### config.mk
export PLATFORM = sky130hd
export DESIGN_NAME = bit_deserializer_16
export DESIGN_NICKNAME = d
export VERILOG_FILES = /design/src/rtl/ed_pkg.sv /design/src/rtl/word_fifo2.sv /design/src/rtl/bit_deserializer_16.sv
export SDC_FILE = /design/constraint.sdc
export NUM_CORES = 1
export LEC_CHECK = 0
export CORE_AREA = 8 8 91 93
export DETAILED_ROUTE_END_ITERATION = 8
export DIE_AREA = 0 0 99 101
export GPL_TIMING_DRIVEN = 0
export PLACE_DENSITY = 0.86
export SETUP_SLACK_MARGIN = 0.4
export SLEW_MARGIN = 20
export SYNTH_ARGS = -nofsm -noshare
export SYNTH_HDL_FRONTEND = slang
export SYNTH_SLANG_ARGS = --single-unit
### constraint.sdc
create_clock -name clk -period 2.1 [get_ports clk]
set_input_delay 0.42 -clock clk [delete_from_list [all_inputs] [get_ports clk]]
set_output_delay 0.42 -clock clk [all_outputs]
set_load 0.02 [all_outputs]
### src/rtl/ed_pkg.sv
// Package: ed_pkg
// Shared definitions for the receive-side deserializer.
// - ED_WORD_W    : native word width of the serial link.
// - ED_SYNC_WORD : frame alignment pattern, also used by the TX-side framing inserter.
// - deser_state_t: alignment FSM states.
package ed_pkg;

    localparam int unsigned ED_WORD_W = 16;

    localparam logic [ED_WORD_W-1:0] ED_SYNC_WORD = 16'hA5C3;

    typedef enum logic [1:0] {
        HUNT     = 2'd0,
        LOCK     = 2'd1,
        SYNC_CHK = 2'd2
    } deser_state_t;

endpackage

### src/rtl/word_fifo2.sv
// Module: word_fifo2
// Two-entry FIFO with a registered head entry, used as the output buffer of the deserializer.
// Ports:
// - clk_i       : rising-edge clock.
// - rst_ni      : asynchronous active-low reset; empties the FIFO and clears the head to 0.
// - push_i      : request to write push_data_i.
// - push_data_i : word to write.
// - push_ok_o   : the push is taken this cycle (room available, or a pop frees a full FIFO).
// - pop_i       : consumer takes the head word (ignored while empty).
// - head_o      : oldest stored word.
// - count_o     : number of stored words (0..2).
module word_fifo2 #(
    parameter int unsigned WIDTH = 16
) (
    input  logic             clk_i,
    input  logic             rst_ni,
    input  logic             push_i,
    input  logic [WIDTH-1:0] push_data_i,
    output logic             push_ok_o,
    input  logic             pop_i,
    output logic [WIDTH-1:0] head_o,
    output logic [1:0]       count_o
);

    logic [WIDTH-1:0] head_q, head_d;
    logic [WIDTH-1:0] tail_q, tail_d;
    logic [1:0]       count_q, count_d;
    logic             pop_fire;
    logic             push_fire;

    assign pop_fire  = pop_i & (count_q != 2'd0);
    // A full FIFO can still take a word when the head leaves in the same cycle.
    assign push_fire = push_i & ((count_q != 2'd2) | pop_fire);

    always_comb begin
        head_d  = head_q;
        tail_d  = tail_q;
        count_d = count_q;
        if (pop_fire && push_fire) begin
            if (count_q == 2'd1) begin
                head_d = push_data_i;
            end else begin
                head_d = tail_q;
                tail_d = push_data_i;
            end
        end else if (pop_fire) begin
            head_d  = tail_q;
            count_d = count_q - 2'd1;
        end else if (push_fire) begin
            if (count_q == 2'd0) begin
                head_d = push_data_i;
            end else begin
                tail_d = push_data_i;
            end
            count_d = count_q + 2'd1;
        end
    end

    always_ff @(posedge clk_i or negedge rst_ni) begin
        if (!rst_ni) begin
            head_q  <= '0;
            tail_q  <= '0;
            count_q <= 2'd0;
        end else begin
            head_q  <= head_d;
            tail_q  <= tail_d;
            count_q <= count_d;
        end
    end

    assign push_ok_o = push_fire;
    assign head_o    = head_q;
    assign count_o   = count_q;

endmodule

### src/rtl/bit_deserializer_16.sv
// Module: bit_deserializer_16
// Receive-side deserializer: finds frame alignment on a sync word in a decoded serial bit stream,
// reassembles WIDTH-bit words (first received bit is the MSB) and delivers them through a
// 2-entry valid/ready buffer. Flags loss of lock and buffer overflow.
// Ports:
// - clk        : rising-edge clock.
// - reset      : asynchronous, active-low reset.
// - enb        : input enable; 0 holds all input-side state.
// - bit_in     : decoded serial bit.
// - bit_valid  : bit_in is sampled when bit_valid and enb are both 1.
// - word_out   : head word of the output buffer.
// - word_valid : word_out holds a valid word.
// - word_ready : consumer accepts word_out when word_valid is 1.
// - locked     : alignment held (LOCK or SYNC_CHK).
// - overflow   : sticky; a completed word was dropped because the buffer was full.
module bit_deserializer_16
    import ed_pkg::*;
#(
    parameter int unsigned      WIDTH       = ED_WORD_W,
    parameter logic [WIDTH-1:0] SYNC_WORD   = ED_SYNC_WORD,
    parameter int unsigned      FRAME_WORDS = 8,
    parameter int unsigned      MISS_MAX    = 3
) (
    input  logic             clk,
    input  logic             reset,
    input  logic             enb,
    input  logic             bit_in,
    input  logic             bit_valid,
    output logic [WIDTH-1:0] word_out,
    output logic             word_valid,
    input  logic             word_ready,
    output logic             locked,
    output logic             overflow
);

    localparam int unsigned BIT_CNT_W  = $clog2(WIDTH);
    localparam int unsigned WORD_CNT_W = $clog2(FRAME_WORDS + 1);
    localparam int unsigned MISS_CNT_W = $clog2(MISS_MAX + 1);
    localparam int unsigned FILL_W     = $clog2(WIDTH + 1);

    localparam logic [BIT_CNT_W-1:0]  BIT_LAST   = BIT_CNT_W'(WIDTH - 1);
    localparam logic [WORD_CNT_W-1:0] WORD_WRAP  = WORD_CNT_W'(FRAME_WORDS);
    localparam logic [MISS_CNT_W-1:0] MISS_LIMIT = MISS_CNT_W'(MISS_MAX);
    localparam logic [FILL_W-1:0]     FILL_FULL  = FILL_W'(WIDTH);
    localparam logic [FILL_W-1:0]     FILL_LAST  = FILL_W'(WIDTH - 1);

    deser_state_t          state_q, state_d;
    logic [WIDTH-1:0]      shift_q, shift_d;
    logic [BIT_CNT_W-1:0]  bit_cnt_q, bit_cnt_d;
    logic [WORD_CNT_W-1:0] word_cnt_q, word_cnt_d;
    logic [MISS_CNT_W-1:0] miss_cnt_q, miss_cnt_d;
    logic [FILL_W-1:0]     fill_q, fill_d;
    logic                  pend_valid_q, pend_valid_d;
    logic [WIDTH-1:0]      pend_word_q, pend_word_d;
    logic                  overflow_q, overflow_d;

    logic                  accept;
    logic [WIDTH-1:0]      shift_next;
    logic                  word_done;
    logic                  hunt_armed;
    logic [WORD_CNT_W-1:0] word_cnt_inc;
    logic [MISS_CNT_W-1:0] miss_cnt_inc;

    logic                  fifo_push_ok;
    logic                  fifo_pop;
    logic [WIDTH-1:0]      fifo_head;
    logic [1:0]            fifo_count;

    assign accept       = enb & bit_valid;
    assign shift_next   = {shift_q[WIDTH-2:0], bit_in};
    assign word_done    = (bit_cnt_q == BIT_LAST);
    // The shift register starts at 0, so a match is only meaningful once WIDTH real bits are in.
    assign hunt_armed   = (fill_q >= FILL_LAST);
    assign word_cnt_inc = word_cnt_q + WORD_CNT_W'(1);
    assign miss_cnt_inc = miss_cnt_q + MISS_CNT_W'(1);

    always_comb begin
        state_d      = state_q;
        shift_d      = shift_q;
        bit_cnt_d    = bit_cnt_q;
        word_cnt_d   = word_cnt_q;
        miss_cnt_d   = miss_cnt_q;
        fill_d       = fill_q;
        pend_valid_d = 1'b0;
        pend_word_d  = pend_word_q;
        // A word staged last cycle that the buffer refused is lost for good.
        overflow_d   = overflow_q | (pend_valid_q & ~fifo_push_ok);

        if (accept) begin
            shift_d = shift_next;
            if (fill_q != FILL_FULL) begin
                fill_d = fill_q + FILL_W'(1);
            end

            unique case (state_q)
                HUNT: begin
                    if (hunt_armed && (shift_next == SYNC_WORD)) begin
                        state_d    = LOCK;
                        bit_cnt_d  = '0;
                        word_cnt_d = '0;
                        miss_cnt_d = '0;
                    end
                end

                LOCK: begin
                    if (word_done) begin
                        bit_cnt_d    = '0;
                        pend_valid_d = 1'b1;
                        pend_word_d  = shift_next;
                        if (word_cnt_inc == WORD_WRAP) begin
                            word_cnt_d = '0;
                            state_d    = SYNC_CHK;
                        end else begin
                            word_cnt_d = word_cnt_inc;
                        end
                    end else begin
                        bit_cnt_d = bit_cnt_q + BIT_CNT_W'(1);
                    end
                end

                SYNC_CHK: begin
                    if (word_done) begin
                        bit_cnt_d = '0;
                        if (shift_next == SYNC_WORD) begin
                            miss_cnt_d = '0;
                            state_d    = LOCK;
                        end else begin
                            miss_cnt_d = miss_cnt_inc;
                            // Tolerate isolated sync errors; give up after MISS_MAX in a row.
                            state_d    = (miss_cnt_inc == MISS_LIMIT) ? HUNT : LOCK;
                        end
                    end else begin
                        bit_cnt_d = bit_cnt_q + BIT_CNT_W'(1);
                    end
                end

                default: begin
                    state_d = HUNT;
                end
            endcase
        end
    end

    always_ff @(posedge clk or negedge reset) begin
        if (!reset) begin
            state_q      <= HUNT;
            shift_q      <= '0;
            bit_cnt_q    <= '0;
            word_cnt_q   <= '0;
            miss_cnt_q   <= '0;
            fill_q       <= '0;
            pend_valid_q <= 1'b0;
            pend_word_q  <= '0;
            overflow_q   <= 1'b0;
        end else begin
            state_q      <= state_d;
            shift_q      <= shift_d;
            bit_cnt_q    <= bit_cnt_d;
            word_cnt_q   <= word_cnt_d;
            miss_cnt_q   <= miss_cnt_d;
            fill_q       <= fill_d;
            pend_valid_q <= pend_valid_d;
            pend_word_q  <= pend_word_d;
            overflow_q   <= overflow_d;
        end
    end

    assign fifo_pop = word_valid & word_ready;

    word_fifo2 #(
        .WIDTH (WIDTH)
    ) u_fifo (
        .clk_i       (clk),
        .rst_ni      (reset),
        .push_i      (pend_valid_q),
        .push_data_i (pend_word_q),
        .push_ok_o   (fifo_push_ok),
        .pop_i       (fifo_pop),
        .head_o      (fifo_head),
        .count_o     (fifo_count)
    );

    assign word_out   = fifo_head;
    assign word_valid = (fifo_count != 2'd0);
    assign locked     = (state_q != HUNT);
    assign overflow   = overflow_q;

endmodule

==> metrics.yaml, run 1 <==
outcome: "finished, final reports clean"
routed_wl_mm: 8.16
ioPinCount: 25
finalPower_mw: 5.40
wl_per_cell_um: 16.3
routabilityCongestion: 0.869
p_leak_nw: 2.51
synth.area.mux_share_pct: 14.7
synth-compound-area-share_pct: 9.06
synth_area_leaders: "dfrtp_1 (54%), mux2_1 (8.1%), nand2_1 (7.1%)"
finalSetupViolations: 0
ant_nets: 0
end_kind: "flip-flop"
max_freq_mhz: 539
initial_core_util_pct: 56.3
yosysTopAreaCell: "dfrtp_1"
diodes: 0
core_sq_um: 6940
p_per_area_nw_per_um2: 1100
grt_max_degree: 60
layout_setup_ws_ns: 0.244
vias_per_cell: 5.62
vias: 2805
synthArstFlopShare_pct: 100
first_global_vias: 2864
slew_headroom_pct: 67.9
cts.path.max_buffers: 2
finalHoldViolCount: 0
die_y_um: 101
r2r_cells: 8
synthSimpleGateAreaFrac_pct: 14.6
cts_tree: "yes"
final_cell_area_sq_um: 4910
htree_levels: 3
ir_drop_mv: 1.04
post-place-ws_ns: -0.272
cts_root_buffer: "clkbuf_8"
hpwl_mm: 5.10
synth_area_sq_um: 3910
die_w_um: 99
clock_sinks: 84
antenna_found_initial: 0
synth-edff-count: 0
grt_pass1_wl_mm: 13.5
critPathLaunch: "fill_q[0]"
fin_crit_ns: 1.86
drtIter0Drc: 139
synth_top_family_by_area: "multiplexers"
fin_tns_setup_ns: 0
rr_startpoint: "fill_q[0]"
worst-slew-pin-transition_ns: 0.481
crit_end: "state_q[1]"
cp_max_fo: 6
critical_path_class: "flip-flop to flip-flop"
dpl-instance-area_sq_um: 4310
dr.pass1.iters: 4
arrival_ns: 2.10
ys_seq_area_share_pct: 53.8
r2r_end: "state_q[1]"
ys_types: 51
drcViolationCount: 0
nFillCells: 484
r2r_setup_slack_ns: 0.24
synth_top_area_share_pct: 53.8
synthAdderAreaFrac_pct: 4.16
period_share_pct: 88.4
cp.required_ns: 2.34
clock_latency_ns: 0.36
grt_overflow: 0
final_nets: 431
ys_seq_elements: 84
worstHoldPathType: "flip-flop to flip-flop"
syn2layout_area_growth_pct: 25.7
layout-drive-gt1-share_pct: 23.3
numCtsBuffers: 9
clkTransAtPathRegs_ns: 0.08
avgSynthCellArea_sq_um: 11.1
synthXorXnorAreaFrac_pct: 0.896
grt_usage_pct: 17.0
synthesis.nets: 371
ys.flop_type: "dfrtp_1"
port_buffers: 24
multiInputGateArea_sq_um: 1870
worstSetupStartpointType: "flip-flop"
rsz0062_at_grt: "true"
report.final.slew_viol_count: 0
final-seq-area_sq_um: 2100
clock_skew_ns: 0.0157
synthCells: 352
die_area_sq_um: 10000
max-cap-violations: 0
hold_slack_ns: 0.469
rows: 31
yosys_warnings: 0
==> layer usage <==
| metal | wire length [um] | track usage [%] | part of all wire (%) | up-vias |
|---|---|---|---|---|
| li1 | - | - | - | 1346 |
| met1 | 3490 | 19.5 | 43 | 1388 |
| met2 | 4200 | 29.3 | 51 | 60 |
| met3 | 355 | 5.25 | 4.4 | 11 |
| met4 | 116 | 5.79 | 1.4 | 0 |
| met5 | 0 | 0 | 0 | - |
==> worst min path at each step <==
stage | from | end | cells past startpoint
detailed placement | reset | u_fifo.count_o[0] | 1
finish | overflow | overflow | 1
floorplan | reset | bit_cnt_q[0] | 0
global placement | overflow | overflow | 1
global route | overflow | overflow | 1
CTS | overflow | overflow | 1
==> cell usage after synthesis (2+ instances only) <==
master,count
and2_1,3
nand3_1,5
clkbuf_1,9
inv_2,2
mux2_2,6
a221o_1,3
inv_1,12
nand4_1,2
nor2b_1,4
mux2i_1,19
a22o_1,2
a21oi_1,4
and3b_1,2
o21ai_1,19
nor2_1,10
mux2_1,28
o21a_1,2
and4bb_1,2
nand2_1,74
o32ai_1,2
buf_2,5
dfrtp_1,84
xnor2_1,4
nand2_2,2
and3_1,6
o21ai_0,4
ha_1,13
==> what timing repair did <==
item | CTS | global route
setup buffers | 12 | 9
resized for setup | 54 | 33
endpoints found under the setup margin | 84 | 50
pin swaps | 8 | 5
hold buffers | 1 | 0
endpoints found under the hold margin | 25 | 0
gates cloned | 1 | 1
==> report_power, final <==
part	leakage (nW)	internal [mW]	switching (mW)
registers	1.12	1.91	0.303
logic	1.29	0.985	1.01
clock network	0.0968	0.564	0.617
==> cell type report <==
type	count	share of cell area (%)
sequential	84	42.8
multi-input combinational	241	38.0
timing repair buffer	48	9.34
clock buffer	9	2.52
buffer	14	2.49
tap	82	2.09
clock inverter	7	1.63
inverter	14	1.07
==> through the flow <==
stage,utilization [%],instances
floorplan,-,352
global placement,61.8,458
detailed placement,62.1,459
CTS,67.8,489
global route,70.8,499
finish,70.8,499
==> cell usage in the layout (no fill, tap or decap), types with 9 or more instances in the layout <==
cell           count
dfrtp_1           82
mux2_1            26
clkbuf_8           9
nand2_1           73
dlygate4sd2_1     17
nor2_1            10
mux2i_1           16
buf_4             20
o21ai_1           18
==> cell families (layout without fill, tap and decap cells) <==
family | count (synthesis) | count (layout)
and+or+nand+nor | 119 | 119
DFF | 84 | 84
muxes | 53 | 53
AOI/OAI and AO/OA | 51 | 52
buffers and inverters | 28 | 92
adders and majority gates | 13 | 13
xor gates and xnor gates | 4 | 4
==> state kept, by name, indices dropped and copies added (netlist names) <==
signal          flops
pend_valid_q        1
u_fifo.head_o      16
overflow            1
pend_word_q        16
u_fifo.count_o      2
fill_q              5
state_q             2
shift_q            15
u_fifo.tail_q      16
miss_cnt_q          2
word_cnt_q          4
bit_cnt_q           4
==> critical path: stages (launching register included) <==
cell      delay [ns]
dfrtp_1         0.37
ha_2            0.18
and3_4          0.18
ha_4            0.13
a211oi_4        0.03
buf_6           0.14
o21ai_4         0.24
nand2_4         0.12
o32a_1          0.34
Power figures use the tool's default switching activity.
==> run 2, diff against run 1 <==
--- a/config.mk
+++ b/config.mk
@@ -5,11 +5,11 @@
 export SDC_FILE = /design/constraint.sdc
 export NUM_CORES = 1
 export LEC_CHECK = 0
-export CORE_AREA = 8 8 91 93
+export CORE_AREA = 8 8 103 105
 export DETAILED_ROUTE_END_ITERATION = 8
-export DIE_AREA = 0 0 99 101
+export DIE_AREA = 0 0 111 113
 export GPL_TIMING_DRIVEN = 0
-export PLACE_DENSITY = 0.86
+export PLACE_DENSITY = 0.7
 export SETUP_SLACK_MARGIN = 0.4
 export SLEW_MARGIN = 20
 export SYNTH_ARGS = -nofsm -noshare
==> metrics.yaml, run 2 (same netlist as run 1, synthesis figures left out) <==
hold_slack_ns: 0.00772
drtIter0Drc: 156
drcViolationCount: 0
grt_overflow: 0
numCtsBuffers: 9
layout-drive-gt1-share_pct: 26.0
cp_max_fo: 7
end_kind: "flip-flop"
grt.busiest_layer: "met2"
outcome: "finished, final reports clean"
cts_tree: "yes"
clock_skew_ns: 0.00740
vias_per_cell: 5.17
cp_cell_sequence: "ha_2, and3_4, ha_4, a211oi_4, o21ai_4, and3_1, a211o_1"
worstSetupStartpointType: "flip-flop"
rsz0062_at_grt: "true"
grt_max_degree: 56
rows: 35
worstHoldPathType: "primary input to async pin"
worst-slew-pin-transition_ns: 0.433
p_leak_nw: 2.54
crit_buf_inv: 0
cpMaxStageDelayCell: "dfrtp_1"
ant_nets: 0
dr.pass1.iters: 4
period_share_pct: 85.5
fin_util_pct: 55.5
final_nets: 430
cts.path.max_buffers: 2
layout_common_cells: "dfrtp_1 (83), nand2_1 (73), buf_4 (22)"
grt_pass1_wl_mm: 13.0
critPathTopFamily: "compound AO/OA/AOI/OAI gates"
cp_slowest_stage_delay_ns: 0.39
die_y_um: 113
grt_util_met3_pct: 3.07
nFillCells: 739
final_cell_area_sq_um: 4980
gr-usage-met2_pct: 20.3
met1_usage_pct: 15.0
max-cap-violations: 0
die_area_sq_um: 12500
report.final.slew_viol_count: 0
hpwl_mm: 4.96
first_global_vias: 2731
arrival_ns: 2.03
wl_per_cell_um: 14.6
clock_latency_ns: 0.35
p_per_area_nw_per_um2: 1070
routabilityCongestion: 0.783
routed_wl_mm: 7.71
critical_path_class: "flip-flop to flip-flop"
syn2layout_area_growth_pct: 27.4
cp.required_ns: 2.34
core_sq_um: 8980
clkTransAtPathRegs_ns: 0.08
die_w_um: 111
dpl-instance-area_sq_um: 4350
initial_core_util_pct: 43.5
layout_commonest_cell: "dfrtp_1"
port_buffers: 24
ir_drop_mv: 0.622
cts_root_buffer: "clkbuf_8"
finalSetupViolations: 0
htree_levels: 3
max_freq_mhz: 557
diodes: 0
finalHoldViolCount: 0
ioPinCount: 25
antenna_found_initial: 0
clock_sinks: 84
slew_headroom_pct: 71.1
fin_crit_ns: 1.80
grt_usage_pct: 12.4
vias: 2724
[run 2: cell count changes in the layout (fill, tap and decap cells not counted), sizes merged]
cell and delta:
buf +3, clkbuf -2, clkinv +2, inv -2, clkdlybuf4s50 -1, dlygate4sd2 +1, dlygate4sd3 -1, o21ai -1
[run 2: worst paths after layout]
check                      slack, ns  startpoint                to  cells past startpoint
max                             0.30   fill_q[0]     word_cnt_q[2]                      7
min                            0.008       reset     word_cnt_q[1]                      1
max reg2reg                     0.30   fill_q[0]     word_cnt_q[2]                      7
min reg2reg                     0.47    overflow          overflow                      1
max in group asynchronous       1.49       reset  u_fifo.tail_q[0]                      2
min in group clk                0.47    overflow          overflow                      1
[run 2: per-layer routing]
metal,vias up,share of wire [%]
met5,-,0
met4,0,1.8
met3,12,3.7
met2,44,48
met1,1323,46
li1,1345,-
[run 2: repair_timing]
item | CTS | global route
endpoints found under the setup margin | 83 | 62
gates cloned | 0 | 1
pin swaps | 16 | 5
hold buffers | 0 | 0
gates resized for setup | 60 | 42
setup buffers | 12 | 10
[run 2: area by class of cell]
cell class                 instances  area [sq um]  share of cell area (%)
multi-input combinational        240          1910                    38.4
sequential                        84          2100                    42.2
timing repair buffer              48           452                    9.07
clock inverter                     7          76.3                    1.53
clock buffer                       9           124                    2.49
tap                              111           139                    2.79
buffer                            14           120                    2.41
inverter                          14          55.1                    1.11
[run 2: through the flow]
stage	power, mW	cells	TNS (ns)	worst slack [ns]
after floorplan	3.28	352	0	0.349
after global placement	3.66	487	-211.27	-2.44
after detailed placement	3.74	488	-7.83	-0.264
after CTS	5.15	516	0	0.263
after global routing	5.67	527	0	0.207
final	5.33	527	0	0.304
[run 2: power breakdown]
group | switching [mW] | leakage (nW) | internal [mW]
Sequential | 0.280 | 1.12 | 1.91
Combinational | 0.991 | 1.33 | 0.988
Clock | 0.605 | 0.0958 | 0.556
Total | 1.88 | 2.54 | 3.46
